==> src/rtl/hex_display_scanner_if.sv <==
// Bus between the syscall decoder and the 8-digit seven-segment scanner:
// load/data/halt toward the display, drive signals back out to the board.
interface hex_display_scanner_if;
    logic        load;
    logic [31:0] data_in;
    logic        halt;
    logic [7:0]  an;
    logic [6:0]  seg;
    logic        dp;
    logic        pending;
    logic        frame_start;

    modport master (
        output load, data_in, halt,
        input  an, seg, dp, pending, frame_start
    );

    modport slave (
        input  load, data_in, halt,
        output an, seg, dp, pending, frame_start
    );
endinterface

==> src/rtl/hex_display_scanner.sv <==
// Time-multiplexed 8-digit hex display driver with frame-aligned value commit,
// optional leading-zero blanking and a sticky halt indicator on digit 0's dp.
module hex_display_scanner #(
    parameter int CLK_DIV  = 50000,
    parameter int BLANK_LZ = 1
) (
    input  logic                  clk,
    input  logic                  rst_n,
    hex_display_scanner_if.slave  bus
);
    localparam int DW = (CLK_DIV > 1) ? $clog2(CLK_DIV) : 1;

    logic [DW-1:0] div_cnt;
    logic [2:0]    digit;
    logic [31:0]   disp;
    logic [31:0]   pend;
    logic          halted;
    logic          tick;
    logic          commit;
    logic [31:0]   upper;
    logic          blank;
    logic [6:0]    seg_dec;

    assign tick   = (div_cnt == DW'(CLK_DIV - 1));
    assign commit = tick && (digit == 3'd7);

    always_ff @(posedge clk or negedge rst_n) begin
        if (!rst_n) begin
            div_cnt <= '0;
            digit   <= '0;
        end else if (tick) begin
            div_cnt <= '0;
            digit   <= digit + 3'd1;
        end else begin
            div_cnt <= div_cnt + 1'b1;
        end
    end

    // A load landing on the commit edge goes straight into disp so it is not
    // deferred by a whole frame.
    always_ff @(posedge clk or negedge rst_n) begin
        if (!rst_n) begin
            pend             <= '0;
            disp             <= '0;
            bus.pending      <= 1'b0;
            bus.frame_start  <= 1'b0;
            halted           <= 1'b0;
        end else begin
            if (bus.load)
                pend <= bus.data_in;
            if (commit) begin
                bus.pending <= 1'b0;
                if (bus.load)
                    disp <= bus.data_in;
                else if (bus.pending)
                    disp <= pend;
            end else if (bus.load) begin
                bus.pending <= 1'b1;
            end
            bus.frame_start <= commit;
            if (bus.halt)
                halted <= 1'b1;
        end
    end

    // Digit i is a leading zero when every nibble from i upward is zero.
    assign upper = disp >> {digit, 2'b00};
    assign blank = (BLANK_LZ != 0) && (digit != 3'd0) && (upper == '0);

    always_comb begin
        seg_dec = 7'h7F;
        case (upper[3:0])
            4'h0: seg_dec = 7'b1000000;
            4'h1: seg_dec = 7'b1111001;
            4'h2: seg_dec = 7'b0100100;
            4'h3: seg_dec = 7'b0110000;
            4'h4: seg_dec = 7'b0011001;
            4'h5: seg_dec = 7'b0010010;
            4'h6: seg_dec = 7'b0000010;
            4'h7: seg_dec = 7'b1111000;
            4'h8: seg_dec = 7'b0000000;
            4'h9: seg_dec = 7'b0010000;
            4'hA: seg_dec = 7'b0001000;
            4'hB: seg_dec = 7'b0000011;
            4'hC: seg_dec = 7'b1000110;
            4'hD: seg_dec = 7'b0100001;
            4'hE: seg_dec = 7'b0000110;
            4'hF: seg_dec = 7'b0001110;
            default: seg_dec = 7'h7F;
        endcase
    end

    always_ff @(posedge clk or negedge rst_n) begin
        if (!rst_n) begin
            bus.an  <= '1;
            bus.seg <= '1;
            bus.dp  <= 1'b1;
        end else begin
            bus.an  <= blank ? 8'hFF : ~(8'h01 << digit);
            bus.seg <= blank ? 7'h7F : seg_dec;
            bus.dp  <= !(halted && (digit == 3'd0));
        end
    end
endmodule
==> src/flat_wrapper.sv <==
// flat-port wrapper written by rule: the top's interface ports become plain ports
module hex_display_scanner_flat 
#(
    parameter int CLK_DIV  = 50000,
    parameter int BLANK_LZ = 1
)
  (clk, rst_n, bus_load, bus_data_in, bus_halt, bus_an, bus_seg, bus_dp, bus_pending, bus_frame_start);
  hex_display_scanner_if bus_i ();
  input  logic clk;
  input  logic rst_n;
  input wire logic [$bits(bus_i.load)-1:0] bus_load;
  input wire logic [$bits(bus_i.data_in)-1:0] bus_data_in;
  input wire logic [$bits(bus_i.halt)-1:0] bus_halt;
  output wire logic [$bits(bus_i.an)-1:0] bus_an;
  output wire logic [$bits(bus_i.seg)-1:0] bus_seg;
  output wire logic [$bits(bus_i.dp)-1:0] bus_dp;
  output wire logic [$bits(bus_i.pending)-1:0] bus_pending;
  output wire logic [$bits(bus_i.frame_start)-1:0] bus_frame_start;
  assign bus_i.load = bus_load;
  assign bus_i.data_in = bus_data_in;
  assign bus_i.halt = bus_halt;
  assign bus_an = bus_i.an;
  assign bus_seg = bus_i.seg;
  assign bus_dp = bus_i.dp;
  assign bus_pending = bus_i.pending;
  assign bus_frame_start = bus_i.frame_start;
  hex_display_scanner #(.CLK_DIV(CLK_DIV), .BLANK_LZ(BLANK_LZ)) u_core (.clk(clk), .rst_n(rst_n), .bus(bus_i));
endmodule
==> config.mk <==
export PLATFORM = sky130hd
export DESIGN_NAME = hex_display_scanner_flat
export DESIGN_NICKNAME = d
export VERILOG_FILES = /design/src/rtl/hex_display_scanner_if.sv /design/src/rtl/hex_display_scanner.sv /design/src/flat_wrapper.sv
export SDC_FILE = /design/constraint.sdc
export NUM_CORES = 1
export LEC_CHECK = 0
export CAP_MARGIN = 40
export CORE_MARGIN = 3
export CORE_UTILIZATION = 51
export CTS_BUF_LIST = sky130_fd_sc_hd__clkbuf_8 sky130_fd_sc_hd__clkbuf_16
export DETAILED_ROUTE_END_ITERATION = 7
export PLACE_DENSITY = 0.79
export SKIP_LAST_GASP = 1
export SLEW_MARGIN = 25
export SYNTH_ARGS = -nofsm -noshare
export SYNTH_HDL_FRONTEND = slang
export SYNTH_SLANG_ARGS = --single-unit
export TNS_END_PERCENT = 50
==> constraint.sdc <==
create_clock -name clk -period 2.7 [get_ports clk]
set_input_delay 0.81 -clock clk [delete_from_list [all_inputs] [get_ports clk]]
set_output_delay 0.81 -clock clk [all_outputs]
set_load 0.01 [all_outputs]
==> metrics.cfg, run 1 <==
[worst_setup_path]
cp-start-kind=register
worstSetupEndpointType=register
required_ps=2940
crit_type=register to register
arrival_ps=2700
critical_path.max_fanout=16

[die]
core_um2=8890
dieArea_um2=10500
fp-row-count=34
fp.dieH_um=102
num_io_pins=54
initial_core_util=0.534
fp.dieW_um=102

[status]
status=completed

[grt]
grt_max_degree=48
grt_pass1_vias=3225
grt_overflow_total=0
antenna_found_initial=0
track_usage=0.189
grt_pass1_wl_um=15500

[clock_network]
cts_tree=yes
clk_path_buf_depth=2
clk_pin_slew_ps=90
cts_buffers=9
clock-sinks=102
clock-root-buffer=clkbuf_8
htreeDepth=3
insertion_delay_ps=360
cts_setup_buffers=0

[cells_and_area]
antenna_cells=0
layoutNonFillerInstCount=545
finalInstanceArea_um2=5700
syn_to_final_growth_pct=20.1
nets=481
drive_gt1_frac=0.295

[sta]
setup_slack_ps=234
max_freq_ghz=0.405
tns_ps=0
grt_setup_unrepaired=false
fin_skew_ps=11.8
finalSetupViolations=0
tightest_slew_ps=469
fin_crit_sh=0.913
max_slew_margin=0.687
hold_viol_final=0
maxSlewViolCount=0
fin_crit_ps=2470

[yosys]
synth_top_family_by_area=multiplexers
synth_fa_ha_area_frac=0.0343
synth_cells=371
synth_xor_area_frac=0.0277
avgSynthCellArea_um2=12.8
synthMuxAreaShare=0.210
yosysSeqAreaShare=0.542
synth_area_um2=4750
synthFlopType=dfrtp_1
synth_edf_count=0
syn_nets=420
yosys.area_share.simple=0.101
synth.distinct_cells=48
yosys_warnings=0
async_flop_share=1.00
synth_compound_area_frac=0.0577
ys_seq_elements=102

[routing]
ant_nets=0
routed_wl_um=9090
vias=3105
drc=0
routedWlPerCell_um=16.7
firstDrtPassIters=5
drt_iter0_drc=243
vias_per_cell=5.70

[pwr]
power_w=0.00281
p_per_area_nw_per_um2=493
ir_drop_uv=262
leakage_nw=2.53

[place]
dp_hpwl_um=6640
dp.cells=529
dpl_cell_area_um2=5470
place_ws_ps=62.6
numPortBuffers=53
gp_congestion=0.967

[hold_path]
hold_path_class=input port to async pin

[run]
drv_cap=0

## where the power goes
| part | switching [W] | leakage [nW] | internal [W] | total (W) |
|---|---|---|---|---|
| logic | 0.0000701 | 1.15 | 0.0000951 | 0.000165 |
| registers | 0.0000114 | 1.27 | 0.00157 | 0.00159 |
| clock network | 0.000507 | 0.109 | 0.000552 | 0.00106 |
## synth_stat cells (7+ instances only)
cell type | instances | area (um^2)
clkbuf_1 | 9 | 33.8
dfrtp_1 | 86 | 2150
dfstp_2 | 16 | 420
ha_1 | 13 | 163
inv_1 | 7 | 26.3
mux2_2 | 64 | 721
mux2i_1 | 12 | 120
mux4_2 | 7 | 158
nand2_1 | 22 | 82.6
nand3_1 | 13 | 65.1
nor2_1 | 23 | 86.3
nor3_1 | 11 | 55.1
xnor2_1 | 9 | 78.8
## path summary, 6_finish.rpt
check                                start                end  slack, ps  cells after the start
max                        u_core.digit[1]  u_core.bus.seg[2]        230                      7
min                                  rst_n    u_core.pend[16]        380                      1
max reg2reg                u_core.digit[1]  u_core.bus.seg[2]        230                      7
min reg2reg                  u_core.halted      u_core.bus.dp        450                      1
max in group asynchronous            rst_n  u_core.bus.seg[5]       1670                      2
min in group clk             u_core.halted      u_core.bus.dp        450                      1
## critical path, cell delays in order (launching register included)
cell and delay [ps]:
dfrtp_2 580, buf_4 240, mux2i_1 190, mux4_2 330
ha_1 180, nand3_1 70, or4_4 610, o311ai_0 150
## flip-flops by register name (all words and copies together) (netlist names)
signal,cells
u_core.disp,32
u_core.pend,32
u_core.div_cnt,16
u_core.bus.an,8
u_core.bus.seg,7
u_core.digit,3
u_core.bus.dp,1
u_core.bus.frame_start,1
u_core.bus.pending,1
u_core.halted,1
## placed cells by master, fill, tap and decap left out, types with 2 or more instances in the layout
master           synthesis  layout
nor4_1                   6       6
o211ai_1                 2       2
clkdlybuf4s50_1          0      52
nor2b_1                  6       6
a31oi_1                  2       2
o311a_1                  2       2
ha_1                    13      13
mux2_2                  64      64
nand3_1                 13      13
o21ai_0                  6       6
and3_1                   3       3
clkinvlp_4               0       2
xnor2_1                  9       9
nor3b_2                  2       2
inv_1                    7       7
nor2_1                  23      23
nand2_1                 22      22
mux4_2                   7       7
bufinv_16                0       2
buf_4                    1      13
a22oi_1                  4       4
and2_1                   2       2
clkbuf_8                 0      10
xor2_1                   6       6
dfstp_2                 16      16
dfrtp_1                 86      84
clkinv_1                 2       2
o221ai_1                 3       3
buf_12                   0       3
nor3_1                  11      11
a21oi_1                  6       6
mux2i_1                 12      12
dfrtp_2                  0       2
## cell type report
| class | instances | area (um^2) |
|---|---|---|
| repair buffers | 68 | 678 |
| clock buffers | 10 | 138 |
| flip-flops and latches | 102 | 2570 |
| clock inverters | 6 | 92.6 |
| fillers | 684 | 3190 |
| inverters | 9 | 33.8 |
| multi-input cells | 242 | 2050 |
| well taps | 108 | 135 |
## routing by layer
layer	global-route usage	wire, um	up-vias
met5	0	0	-
met4	0.0676	129	0
met3	0.0437	390	12
met2	0.312	4550	82
met1	0.245	4020	1567
li1	-	-	1444
## cells by family (layout without fill, tap and decap cells)
kind of cell / after synthesis / count (layout)
mux: 83 / 83
buf+inv: 27 / 93
compound gates: 36 / 36
flops: 102 / 102
simple gates: 95 / 95
xor+xnor: 15 / 15
fa+ha+maj: 13 / 13
## stage by stage
step	hold slack, ps	util
finish	376	0.641
global route	387	0.641
detailed placement	426	0.615
floorplan	395	-
CTS	379	0.641
global placement	412	0.615
## timing repair
action | in CTS | in global routing
hold buffers | 0 | 0
gates resized for setup | 0 | 2
endpoints found under the setup margin | 0 | 11
Note: power is estimated with default switching activity, not from simulation.
==> inputs of run 2 (changes only) <==
- CORE_MARGIN: 3 -> unset
==> metrics.cfg, run 2 (synthesis gave the netlist of run 1 again) <==
[sta]
hold_viol_final=0
fin_skew_ps=13.4
finalSetupViolations=0
max_freq_ghz=0.401
max_slew_margin=0.668
fin_hold_ws_ps=384
fin_crit_ps=2490
tns_ps=0
maxSlewViolCount=0
tightest_slew_ps=499
grt_setup_unrepaired=false
fin_crit_sh=0.923

[routing]
routedWlPerCell_um=16.6
drt_iter0_drc=103
firstDrtPassIters=8
drc=2
vias_per_cell=5.63
ant_nets=0
routed_wl_um=9070
vias=3071

[cells_and_area]
layout_common_cells=dfrtp_1, mux2_2, clkdlybuf4s50_1, nor2_1, nand2_1
finalInstanceArea_um2=5680
antenna_cells=0
syn_to_final_growth_pct=19.7
nFillCells=700
drive_gt1_frac=0.288
seq_area_um2=2570
layout_commonest_cell=dfrtp_1
fin_util=0.642
nets=481
multi_input_comb_area_um2=2050
top_regs=u_core.disp (32), u_core.pend (32), u_core.div_cnt (16)

[place]
gp_congestion=0.845
dp_hpwl_um=6640
dpl_cell_area_um2=5480
numPortBuffers=53

[pwr]
p_per_area_nw_per_um2=475
swShare=0.215
p_switching_w=0.000579
leakage_nw=2.53
p_seq_frac=0.588
ir_drop_uv=280
p_int_w=0.00212
power.share.combinational=0.060
pwr-share-clk=0.352

[worst_setup_path]
critical_path.max_fanout=11
cp-start-kind=register
slowest_delay_ps=580
rrSetupSlack_ps=210
worstSetupEndpointType=register
crit_type=register to register
slowest_stage=or4_4
r2r_end=u_core.bus.seg[2]
crit_buf_inv=1
rr_startpoint=u_core.digit[0]
required_ps=2950
path_cells=buf_4 > nor3_1 > o22ai_2 > a2111oi_4 > a31oi_1 > or4_4 > o311ai_0
r2r_cells=7
critical_path.top_delay_family=simple AND/OR/NAND/NOR gates
arrival_ps=2740

[grt]
use_met1=0.283
track_usage=0.205
grt-busiest-layer=met2
grt_overflow_total=0
use_met2=0.330
grt_pass1_vias=3120
use_met3=0.0426
grt_max_degree=48
antenna_found_initial=0
grt_pass1_wl_um=15500

[clock_network]
clock-root-buffer=clkbuf_8
clk_pin_slew_ps=100
cts_tree=yes
insertion_delay_ps=360
clk_path_buf_depth=2
ctsResizeCount=0
clock-sinks=102
htreeDepth=3
cts_setup_buffers=0
cts_buffers=9
cts_hold_buffers=0

[die]
core_um2=8850
fp.dieH_um=98.5
initial_core_util=0.536
fp.dieW_um=98.5
dieArea_um2=9700
fp-row-count=34
num_io_pins=54

[run]
drv_cap=0

[hold_path]
hold_path_class=input port to async pin

[status]
violations=DRC
status=finished, violations left

==> run 2: area by class of cell <==
type	count	share of cell area
Sequential cell	102	0.453
Multi-Input combinational cell	242	0.361
Timing Repair Buffer	68	0.122
Clock buffer	10	0.0242
Tap cell	108	0.0238
Clock inverter	6	0.0106
Inverter	9	0.00595
==> run 2: power by group through the flow <==
stage               Sequential [W]  Clock (W)  Combinational (W)
floorplan                  0.00161          0          0.0000668
global route               0.00159    0.00104           0.000182
finish                     0.00159   0.000950           0.000163
detailed placement         0.00162          0           0.000167
CTS                        0.00159   0.000977           0.000169
global placement           0.00161          0           0.000163
==> run 2: worst max-delay path by stage <==
stage               startpoint                 to  slack (ps)  depth (start not counted)
2_1_floorplan  u_core.digit[0]  u_core.bus.seg[0]           8                         11
3_3_place_gp   u_core.digit[1]  u_core.bus.seg[2]         300                          7
3_5_place_dp   u_core.digit[0]  u_core.bus.seg[2]         240                          7
4_1_cts        u_core.digit[0]  u_core.bus.seg[2]         210                          7
5_1_grt        u_core.digit[0]  u_core.bus.seg[2]          60                          7
6_report       u_core.digit[0]  u_core.bus.seg[2]         210                          7
==> run 2: metrics by stage <==
stage                     worst slack, ps  total power [W]  cells
after floorplan                      8.04          0.00168    371
final                                 207          0.00270    545
after global placement                298          0.00178    529
after global routing                 62.3          0.00282    545
after detailed placement              238          0.00178    529
after CTS                             207          0.00273    545
==> run 2: metal layers <==
layer,share of wire,wire [um]
met1,0.46,4190
met2,0.48,4370
met3,0.041,372
met4,0.015,133
met5,0,0
==> inputs of run 3 (changes only) <==
- ABC_CLOCK_PERIOD_IN_PS: unset -> 2450
- CORE_UTILIZATION: 51 -> 56
- PLACE_DENSITY: 0.79 -> 0.83
- clock period: 2.7 -> 2.45 ns (I/O delays scaled with it)
==> metrics.cfg, run 3 (synthesis gave the netlist of run 1 again) <==
[worst_setup_path]
path_cells=buf_4 > nor3_2 > o22ai_2 > a2111oi_4 > a31oi_2 > or4_4 > o311ai_0
crit_buf_inv=1
critical_path.max_fanout=8
slowest_delay_ps=590
critical_path.top_delay_family=simple AND/OR/NAND/NOR gates
worstSetupEndpointType=register
r2r_cells=7
slowest_stage=or4_4
required_ps=2700
crit_type=register to register
crit_start=u_core.digit[0]
cp-start-kind=register
crit_cells=7
rr_startpoint=u_core.digit[0]
arrival_ps=2620

[cells_and_area]
finalInstanceArea_um2=5790
top_regs=u_core.disp (32), u_core.pend (32), u_core.div_cnt (16)
antenna_cells=0
layout_common_cells=dfrtp_1, mux2_2, clkdlybuf4s50_1, nor2_1, nand2_1
layout_commonest_cell=dfrtp_1
syn_to_final_growth_pct=21.9
nFillCells=580
drive_gt1_frac=0.312
nets=487

[grt]
grt_pass1_wl_um=15500
grt_pass1_vias=3181
grt_overflow_total=0
grt_max_degree=44
antenna_found_initial=0
track_usage=0.231

[clock_network]
cts_hold_buffers=0
cts_buffers=9
htreeDepth=3
clk_path_buf_depth=2
clock-sinks=102
insertion_delay_ps=360
cts_tree=yes
clk_pin_slew_ps=90
clock-root-buffer=clkbuf_8

[sta]
finalSetupViolations=0
setup_slack_ps=78.1
maxSlewViolCount=0
hold_viol_final=0
fin_crit_ps=2370
tightest_slew_ps=459
fin_skew_ps=13.8
fin_crit_sh=0.968
max_freq_ghz=0.422
tns_ps=0
max_slew_margin=0.694
fin_hold_ws_ps=323

[pwr]
ir_drop_uv=384
leakage_nw=2.57
power_w=0.00309
p_per_area_nw_per_um2=534

[run]
drv_cap=0

[place]
place_ws_ps=57.7
dpl_cell_area_um2=5500
dp_hpwl_um=6650
numPortBuffers=53
gp_congestion=0.884

[hold_path]
hold_path_class=input port to async pin

[die]
fp.dieH_um=94.1
fp-row-count=33
num_io_pins=54
initial_core_util=0.578
fp.dieW_um=94.1
dieArea_um2=8850
core_um2=8220

[routing]
drc=0
ant_nets=0
vias=3110
firstDrtPassIters=4
drt_iter0_drc=184
vias_per_cell=5.68
routedWlPerCell_um=16.8
routed_wl_um=9190

[status]
status=completed

run 3: where the power goes:
part           internal (W)  leakage [nW]  switching, W  total, W
sequential          0.00174          1.27     0.0000123   0.00175
clock              0.000595         0.123      0.000563   0.00116
combinational      0.000105          1.18     0.0000785  0.000183
run 3: worst paths after layout:
check	to	slack, ps
worst min register to register	u_core.bus.dp	430
worst max-delay path	u_core.bus.seg[2]	80
max in group asynchronous	u_core.bus.seg[3]	1510
worst min-delay path	u_core.digit[2]	320
worst max register to register	u_core.bus.seg[2]	80
min in group clk	u_core.bus.dp	430
run 3: layer usage:
layer	vias to the layer above	global-route usage	routed length, um
met5	-	0	0
met4	0	0.0846	213
met3	22	0.0388	427
met2	87	0.380	4480
met1	1541	0.309	4060
li1	1460	-	-
run 3: final cells by class:
type                            count  area, um^2  area share
Timing Repair Buffer               73         728       0.126
Inverter                            9        33.8     0.00584
Clock buffer                       11         174      0.0301
Clock inverter                      5        55.1     0.00951
Sequential cell                   102        2570       0.445
Multi-Input combinational cell    243        2090       0.361
Tap cell                          105         131      0.0227
run 3: per-stage QoR:
step | util | std cells
after detailed placement | 0.670 | 527
after floorplan | - | 371
after global placement | 0.670 | 527
final | 0.704 | 548
after CTS | 0.698 | 543
after global routing | 0.704 | 548
run 3: repair_timing:
| item | CTS | global route |
|---|---|---|
| resized for setup | 0 | 4 |
| setup buffers | 0 | 4 |
| setup endpoints to repair | 0 | 7 |
